**src/rtl/branch_resolve_predict.sv**
```systemverilog
// branch_resolve_predict: decode-stage branch/jump resolution plus a direct-mapped
// branch target buffer (BTB) with saturating counters, looked up combinationally by fetch.
// Optional build macro: BRANCH_STATS_EN adds saturating branch / mispredict counters.
module branch_resolve_predict #(
  parameter int WIDTH    = 32,
  parameter int DEPTH    = 16,
  parameter int CTR_BITS = 2,
  parameter int STAT_W   = 32
) (
  input  logic             clock,
  input  logic             reset,
  input  logic [WIDTH-1:0] fetch_pc,
  output logic             predict_taken,
  output logic [WIDTH-1:0] predict_target,
  input  logic             stall,
  input  logic             dec_valid,
  input  logic [WIDTH-1:0] dec_pc,
  input  logic [WIDTH-1:0] dec_pc_plus_four,
  input  logic             dec_pred_taken,
  input  logic [WIDTH-1:0] dec_pred_target,
  input  logic             blt,
  input  logic             beq,
  input  logic             bgt,
  input  logic             link_reg,
  input  logic             rt_is_zero,
  input  logic             is_r_type,
  input  logic             is_i_type,
  input  logic             is_j_type,
  input  logic [WIDTH-1:0] reg_rs,
  input  logic [WIDTH-1:0] reg_rt,
  input  logic [WIDTH-1:0] branch_addr,
  input  logic [WIDTH-1:0] jump_addr,
  output logic             resolve_valid,
  output logic             mispredict,
  output logic [WIDTH-1:0] redirect_pc,
  output logic             ra_write,
  output logic [WIDTH-1:0] ra_write_value
`ifdef BRANCH_STATS_EN
  ,
  output logic [STAT_W-1:0] stat_branches,
  output logic [STAT_W-1:0] stat_mispredicts
`endif
);

  localparam int IDX   = $clog2(DEPTH);
  localparam int TAG_W = WIDTH - IDX - 2;
  localparam logic [CTR_BITS-1:0] CTR_MAX     = '1;
  localparam logic [CTR_BITS-1:0] CTR_WEAK_T  = CTR_BITS'(1 << (CTR_BITS - 1));
  localparam logic [CTR_BITS-1:0] CTR_WEAK_NT = CTR_BITS'((1 << (CTR_BITS - 1)) - 1);

  // BTB storage, one field array per entry component
  logic [DEPTH-1:0]    valid_q;
  logic [TAG_W-1:0]    tag_q    [DEPTH];
  logic [WIDTH-1:0]    target_q [DEPTH];
  logic [CTR_BITS-1:0] ctr_q    [DEPTH];

  logic [IDX-1:0]   f_idx;
  logic [TAG_W-1:0] f_tag;
  logic             f_hit;

  // Fetch-side lookup sees the table contents from before any same-edge update
  always_comb begin
    f_idx          = fetch_pc[IDX+1:2];
    f_tag          = fetch_pc[WIDTH-1:IDX+2];
    f_hit          = valid_q[f_idx] && (tag_q[f_idx] == f_tag);
    predict_taken  = f_hit && ctr_q[f_idx][CTR_BITS-1];
    predict_target = f_hit ? target_q[f_idx] : fetch_pc + WIDTH'(4);
  end

  logic                ctl;
  logic                taken;
  logic                mispredict_c;
  logic [WIDTH-1:0]    rt_eff;
  logic [WIDTH-1:0]    res_target;
  logic [IDX-1:0]      d_idx;
  logic [TAG_W-1:0]    d_tag;
  logic                d_hit;
  logic [CTR_BITS-1:0] ctr_next;

  // Decode-side resolution: condition, target, mispredict and counter step
  always_comb begin
    // NOTE: every always_comb output gets a default first so no path can infer a latch.
    res_target = '0;
    ctl        = dec_valid & ~stall & (blt | beq | bgt);
    rt_eff     = rt_is_zero ? '0 : reg_rt;
    taken      = (blt & (reg_rs < rt_eff)) |
                 (beq & (reg_rs == rt_eff)) |
                 (bgt & (reg_rs > rt_eff));
    if (is_r_type)      res_target = reg_rs;
    else if (is_i_type) res_target = branch_addr;
    else if (is_j_type) res_target = jump_addr;
    mispredict_c = (taken != dec_pred_taken) | (taken & (res_target != dec_pred_target));
    d_idx    = dec_pc[IDX+1:2];
    d_tag    = dec_pc[WIDTH-1:IDX+2];
    d_hit    = valid_q[d_idx] && (tag_q[d_idx] == d_tag);
    ctr_next = ctr_q[d_idx];
    if (taken && ctr_q[d_idx] != CTR_MAX)
      ctr_next = ctr_q[d_idx] + CTR_BITS'(1);
    else if (!taken && ctr_q[d_idx] != '0)
      ctr_next = ctr_q[d_idx] - CTR_BITS'(1);
  end

  // Valid bits and counters: cleared by reset, trained or allocated on resolution
  always_ff @(posedge clock) begin
    // NOTE: sequential state uses non-blocking assignments so all flops sample together.
    if (reset) begin
      valid_q <= '0;
      for (int i = 0; i < DEPTH; i++) ctr_q[i] <= CTR_WEAK_NT;
    end else if (ctl) begin
      if (d_hit) begin
        ctr_q[d_idx] <= ctr_next;
      end else if (taken) begin
        valid_q[d_idx] <= 1'b1;
        ctr_q[d_idx]   <= CTR_WEAK_T;
      end
    end
  end

  // Tag and target: written on any taken resolution (hit refresh or allocation)
  always_ff @(posedge clock) begin
    // NOTE: tag/target need no reset; valid_q masks their contents until first written.
    if (!reset && ctl && taken) begin
      tag_q[d_idx]    <= d_tag;
      target_q[d_idx] <= res_target;
    end
  end

  // Registered resolution outputs; data fields hold when nothing resolves
  always_ff @(posedge clock) begin
    if (reset) begin
      resolve_valid  <= 1'b0;
      mispredict     <= 1'b0;
      ra_write       <= 1'b0;
      redirect_pc    <= '0;
      ra_write_value <= '0;
    end else begin
      resolve_valid <= ctl;
      mispredict    <= ctl & mispredict_c;
      ra_write      <= ctl & taken & link_reg;
      if (ctl) begin
        redirect_pc    <= taken ? res_target : dec_pc + WIDTH'(4);
        ra_write_value <= dec_pc_plus_four;
      end
    end
  end

`ifdef BRANCH_STATS_EN
  // Saturating tallies of resolved branches and of mispredictions
  always_ff @(posedge clock) begin
    if (reset) begin
      stat_branches    <= '0;
      stat_mispredicts <= '0;
    end else if (ctl) begin
      if (stat_branches != '1) stat_branches <= stat_branches + STAT_W'(1);
      if (mispredict_c && stat_mispredicts != '1)
        stat_mispredicts <= stat_mispredicts + STAT_W'(1);
    end
  end
`endif

endmodule

```
**config.mk**
```make
export PLATFORM = sky130hd
export DESIGN_NAME = branch_resolve_predict
export DESIGN_NICKNAME = d
export VERILOG_FILES = /design/src/rtl/branch_resolve_predict.sv
export SDC_FILE = /design/constraint.sdc
export NUM_CORES = 2
export LEC_CHECK = 0
export CORE_MARGIN = 2
export CORE_UTILIZATION = 63
export CTS_BUF_LIST = sky130_fd_sc_hd__clkbuf_16
export CTS_CLUSTER_SIZE = 30
export DETAILED_ROUTE_END_ITERATION = 7
export PLACE_DENSITY = 0.92
export SYNTH_ARGS = -nofsm -noshare
export SYNTH_HDL_FRONTEND = slang
export SYNTH_SLANG_ARGS = --single-unit
```
**constraint.sdc**
```tcl
create_clock -name clock -period 12.7 [get_ports clock]
set_input_delay 2.54 -clock clock [delete_from_list [all_inputs] [get_ports clock]]
set_output_delay 2.54 -clock clock [all_outputs]
set_load 0.005 [all_outputs]
```
# == Word level (Yosys, flattened, before mapping) ==
# Memories as Yosys holds them, arrays and structs flattened.
# Index checks and enable logic that the tools add are counted.
# Widths: inputs -> output; s select.
# op_classes
add_sub_neg,4
order_cmp,5
eq_ne,6
n_mux,31
bitwise,18
n_reduce_logical,13
# op_table
op,count
$mux 32,6
$add 32x3->32 const B,2
$eq 26x26->1,2
$eq 32x32->1,1
$gt 32x32->1,1
$lt 32x32->1,1
$ne 32x32->1,1
$mux 1,17
$or 16x16->16,1
$lt 4x5->1 const B,2
$and 1x1->1,9
$bmux 1 s4,2
$logic_and 1x1->1,8
$mux 2,4
$or 1x1->1,6
$demux 1 s4,1
$ge 4x1->1 const B,1
$mux 4,1
$reduce_and 3->1,1
$add 2x1->2 const B,1
$logic_not 1->1,2
$ne 2x2->1 const B,1
$not 1->1,2
$reduce_bool 2->1,1
other kinds (3),3
# word_totals
regBits,83
mem_bits_rw,960
input_bits,269
output_inout_bits,100
wordCells,86
mem_count,3
# memory_table
name,words,width,read_ports,rd_clocked_by_memory_dff,write_ports,line,text
target_q,16,32,1,0,1,54,logic [WIDTH-1:0] target_q [DEPTH];
tag_q,16,26,2,0,1,53,logic [TAG_W-1:0] tag_q [DEPTH];
ctr_q,16,2,2,0,16,55,logic [CTR_BITS-1:0] ctr_q [DEPTH];

# == Longest topological paths before layout ==
# depth
word_depth,13
mapped_depth,17

# == Worst setup path before layout ==
# OpenSTA, ideal clock, no wires.
# synth_path
kind,input to output
start,in fetch_pc[2]
end,out predict_target[22]
arrival_time_ns,5.736
t_required_ns,10.160
slack_ns,4.424
path_stages,12
path_cell_list,buf_4 > buf_2 > buf_2 > mux4_2 > nor2b_1 > a211oi_1 > nor3_1 > a2111oi_0 > nand4_1 > nor3_2 > buf_2 > mux2_2
# synth_between
elab_chain_len,4
# synth_rtl
item,line,text
start: declaration,12,"input logic [WIDTH-1:0] fetch_pc,"
$mem_v2 16x26 / $bmux 1 s4 (equally long branches),--,
$eq 26x26->1 / $mux 1 (equally long branches),65,f_hit = valid_q[f_idx] && (tag_q[f_idx] == f_tag);
$logic_and 1x1->1,65,
$mux 32 *,67,predict_target = f_hit ? target_q[f_idx] : fetch_pc + WIDTH'(4);
end: declaration,14,"output logic [WIDTH-1:0] predict_target,"
# Every way passes the cells marked *; elsewhere a longest branch is shown, timed or not. The select of a mux whose other input is x is not followed.

# == Worst setup path in the final report ==
# layout_path
start,in fetch_pc[2]
end,out predict_target[4]
# Same word-level chain as after synthesis.

==> impl_metrics.yaml <==
clocking:
  cts_hold_buf: 0
  clk_pin_slew_ps: 70
  cts_resized: 0
  cts.htree.levels: 3
  cts_inserted_buffers: 99
  cts_root_buf: "clkbuf_16"
  cts_buffer_depth: 3
  cts_tree: "done"
  clkSinkCount: 1043
  post-cts-setup-buffer-count: 0
  clk_latency_ps: 700
synthesis:
  ys.flop_type: "edfxtp_1"
  ys_ff_latch: 1043
  syn_area_per_cell_sq_um: 17.0
  synth.distinct_cells: 65
  async_flop_share: 0
  synth-edff-count: 960
  seq_area_frac_synth: 0.638
  synth.net_count: 3111
  ys_warn_count: 0
  syn_area_sq_um: 47800
  synthCells: 2803
worst_setup_path:
  cp_common_cell: "mux4_2"
  reg2reg_from: "tag_q[9][14]"
  crit_path_start: "fetch_pc[2]"
  crit_type: "in2out"
  rrSetupSlack_ps: 7740
  cp.required_ps: 10160
  cp.arrival_ps: 8060
  critical_path.max_stage_delay_ps: 1260
  slowest_stage: "a2111oi_0"
  rr_endpoint: "ctr_q[7][1]"
  end_kind: "output pin"
  rr_worst_depth: 10
  endpoint: "predict_target[4]"
  crit_chain: "buf_8 -> mux4_2 -> mux4_2 -> xor2_1 -> a2111oi_0 -> nand4_1 -> nor3_4 -> buf_4 -> mux2_1 -> clkdlybuf4s50_1"
  cp_max_fo: 75
  start_kind: "input port"
power:
  switching_power_mw: 1.80
  clock_power_share: 0.385
  power.internal_mw: 5.67
  p_sw_frac: 0.241
  peakVddDrop_mv: 0.125
  p_comb_frac: 0.106
  powerDensity_nw_per_um2: 134
  cellLeakagePower_nw: 17.8
  pwr-share-seq: 0.509
grt:
  grt_pass1_vias: 32200
  busiest_layer: "met2"
  use_met3: 0.140
  use_met1: 0.518
  use_met2: 0.621
  grt_max_degree: 133
  antenna_found_initial: 13
  grt_use_total: 0.407
  grt_first_pass_wirelength_microns: 224000
  overflow: 0
sta:
  period_minus_slack_ps: 10600
  setup_viol: 0
  post-route-period-util: 0.835
  final-hold-violation-count: 0
  fin_ws_ps: 2100
  slew_headroom: -0.0425
  rsz0062_at_grt: "false"
  fin_worst_skew_ps: 33.9
  timing.fmax_ghz: 0.0943
  worst_pin_slew_ps: 1550
  slew_viol_final: 6
  fin_setup_tns_ps: 0
route:
  drtAntennaViolNets: 0
  remaining_drc_errors: 0
  dr_total_vias: 31800
  dr.pass1.iters: 8
  wirelength_microns: 157000
  vias_per_cell: 7.55
  drtIter0Drc: 5826
  wire_per_inst_microns: 37.2
placed_design:
  hpwl_microns: 94300
  placed_cells: 4018
  pre_cts_slack_ps: 2690
  numPortBuffers: 368
  gp_congestion: 0.988
finish:
  drive_gt1_frac: 0.204
  nNetsFinal: 3460
  syn_to_final_growth_pct: 16.4
  n_fill_cell: 3891
  multi_input_area_sq_um: 16400
  register_area_sq_um: 30500
  final_cell_count_no_fill: 4212
floorplanning:
  rows: 100
  die_w_microns: 279
  dieArea_sq_um: 78000
  core_region_area_sq_um: 74700
  io_pins: 369
  die_height_microns: 279
  start_util: 0.640
worst_hold_path:
  hold_path_class: "reg2reg"
run_status:
  status: "complete, but fails checks"
  violations: "capacitance limit, slew limit"
flow_run:
  max_cap_violations: 2
[worst max-delay path: cells and delay by family]
family                    cells  cell delay (ps)
buffers and inverters         3             1740
muxes                         3             1500
AOI/OAI and AO/OA             1             1260
and+or+nand+nor               2              760
xor gates and xnor gates      1              200
[power by group through the flow]
stage	registers, mW	clock network (mW)	logic (mW)
after global placement	3.87	0	0.723
after detailed placement	3.88	0	0.749
after floorplan	3.87	0	0.406
after CTS	3.80	2.86	0.764
after global routing	3.80	2.99	0.816
final	3.80	2.88	0.792
[registers in the layout, indices dropped and copies added, names as in the netlist]
| name | count |
|---|---|
| ra_write | 1 |
| resolve_valid | 1 |
| mispredict | 1 |
| ra_write_value | 32 |
| tag_q | 416 |
| valid_q | 16 |
| redirect_pc | 32 |
| ctr_q | 32 |
| target_q | 512 |
[cells in the final DEF, fill, tap and decap left out, types with 53 or more instances in the layout]
cell type,count
buf_4,81
dfxtp_1,83
xor2_1,56
nor2_1,53
a21oi_1,113
edfxtp_1,960
mux4_2,370
xnor2_1,87
clkdlybuf4s50_1,360
clkbuf_16,101
nand2_1,231
mux2i_1,110
inv_1,63
[stage by stage]
stage	area, sq um	utilization	hold WS, ps	total power [mW]
floorplan	47800	-	448	4.28
global placement	52500	0.702	442	4.60
detailed placement	52500	0.702	446	4.63
CTS	55600	0.744	455	7.43
global route	55600	0.744	484	7.61
finish	55600	0.745	457	7.47
[routing by layer]
metal  vias to the layer above  wire length, microns  part of all wire
li1                      12000                     -                 -
met1                     15700                 50300              0.32
met2                      3265                 71600              0.46
met3                       814                 23900              0.15
met4                        18                 10600             0.068
met5                         -                   309            0.0020
[synthesized netlist by cell type (35+ instances only)]
cell,instances,area [sq um]
mux4_2,370,8330
edfxtp_1,960,28800
nand2_1,231,867
a22oi_1,46,345
mux2i_1,111,1110
clkbuf_1,112,420
dfxtp_1,83,1660
a21oi_1,113,566
nor2_1,69,259
xnor2_1,87,762
ha_1,39,488
nand2b_1,35,219
mux2_2,41,462
xor2_1,56,490
[worst min-delay path by stage]
stage / startpoint / slack, ps / to / depth (start not counted)
floorplan: redirect_pc[13] / 450 / redirect_pc[13] / 2
finish: redirect_pc[12] / 460 / redirect_pc[12] / 2
detailed placement: redirect_pc[31] / 450 / redirect_pc[31] / 2
CTS: redirect_pc[12] / 450 / redirect_pc[12] / 2
global placement: redirect_pc[31] / 440 / redirect_pc[31] / 2
global route: ra_write_value[0] / 480 / ra_write_value[0] / 2
[cell type report]
class | count | area share
Multi-Input combinational cell | 1528 | 0.294
Antenna cell | 7 | 0.000315
Tap cell | 969 | 0.0218
Sequential cell | 1043 | 0.548
Clock inverter | 84 | 0.0106
Clock buffer | 101 | 0.0454
Inverter | 33 | 0.00223
Timing Repair Buffer | 447 | 0.0771
[logic make-up (layout without fill, tap and decap cells)]
kind of cell               count (synthesis)  count (layout)  share of synthesized area
adders and majority gates                 39              39                     0.0102
and+or+nand+nor                          470             470                     0.0455
AOI/OAI and AO/OA                        351             351                     0.0493
xor gates and xnor gates                 143             143                     0.0262
other                                      0               7                          0
muxes                                    525             525                      0.208
DFF                                     1043            1043                      0.638
buffers and inverters                    232             665                     0.0225
Power figures use the tool's default switching activity.
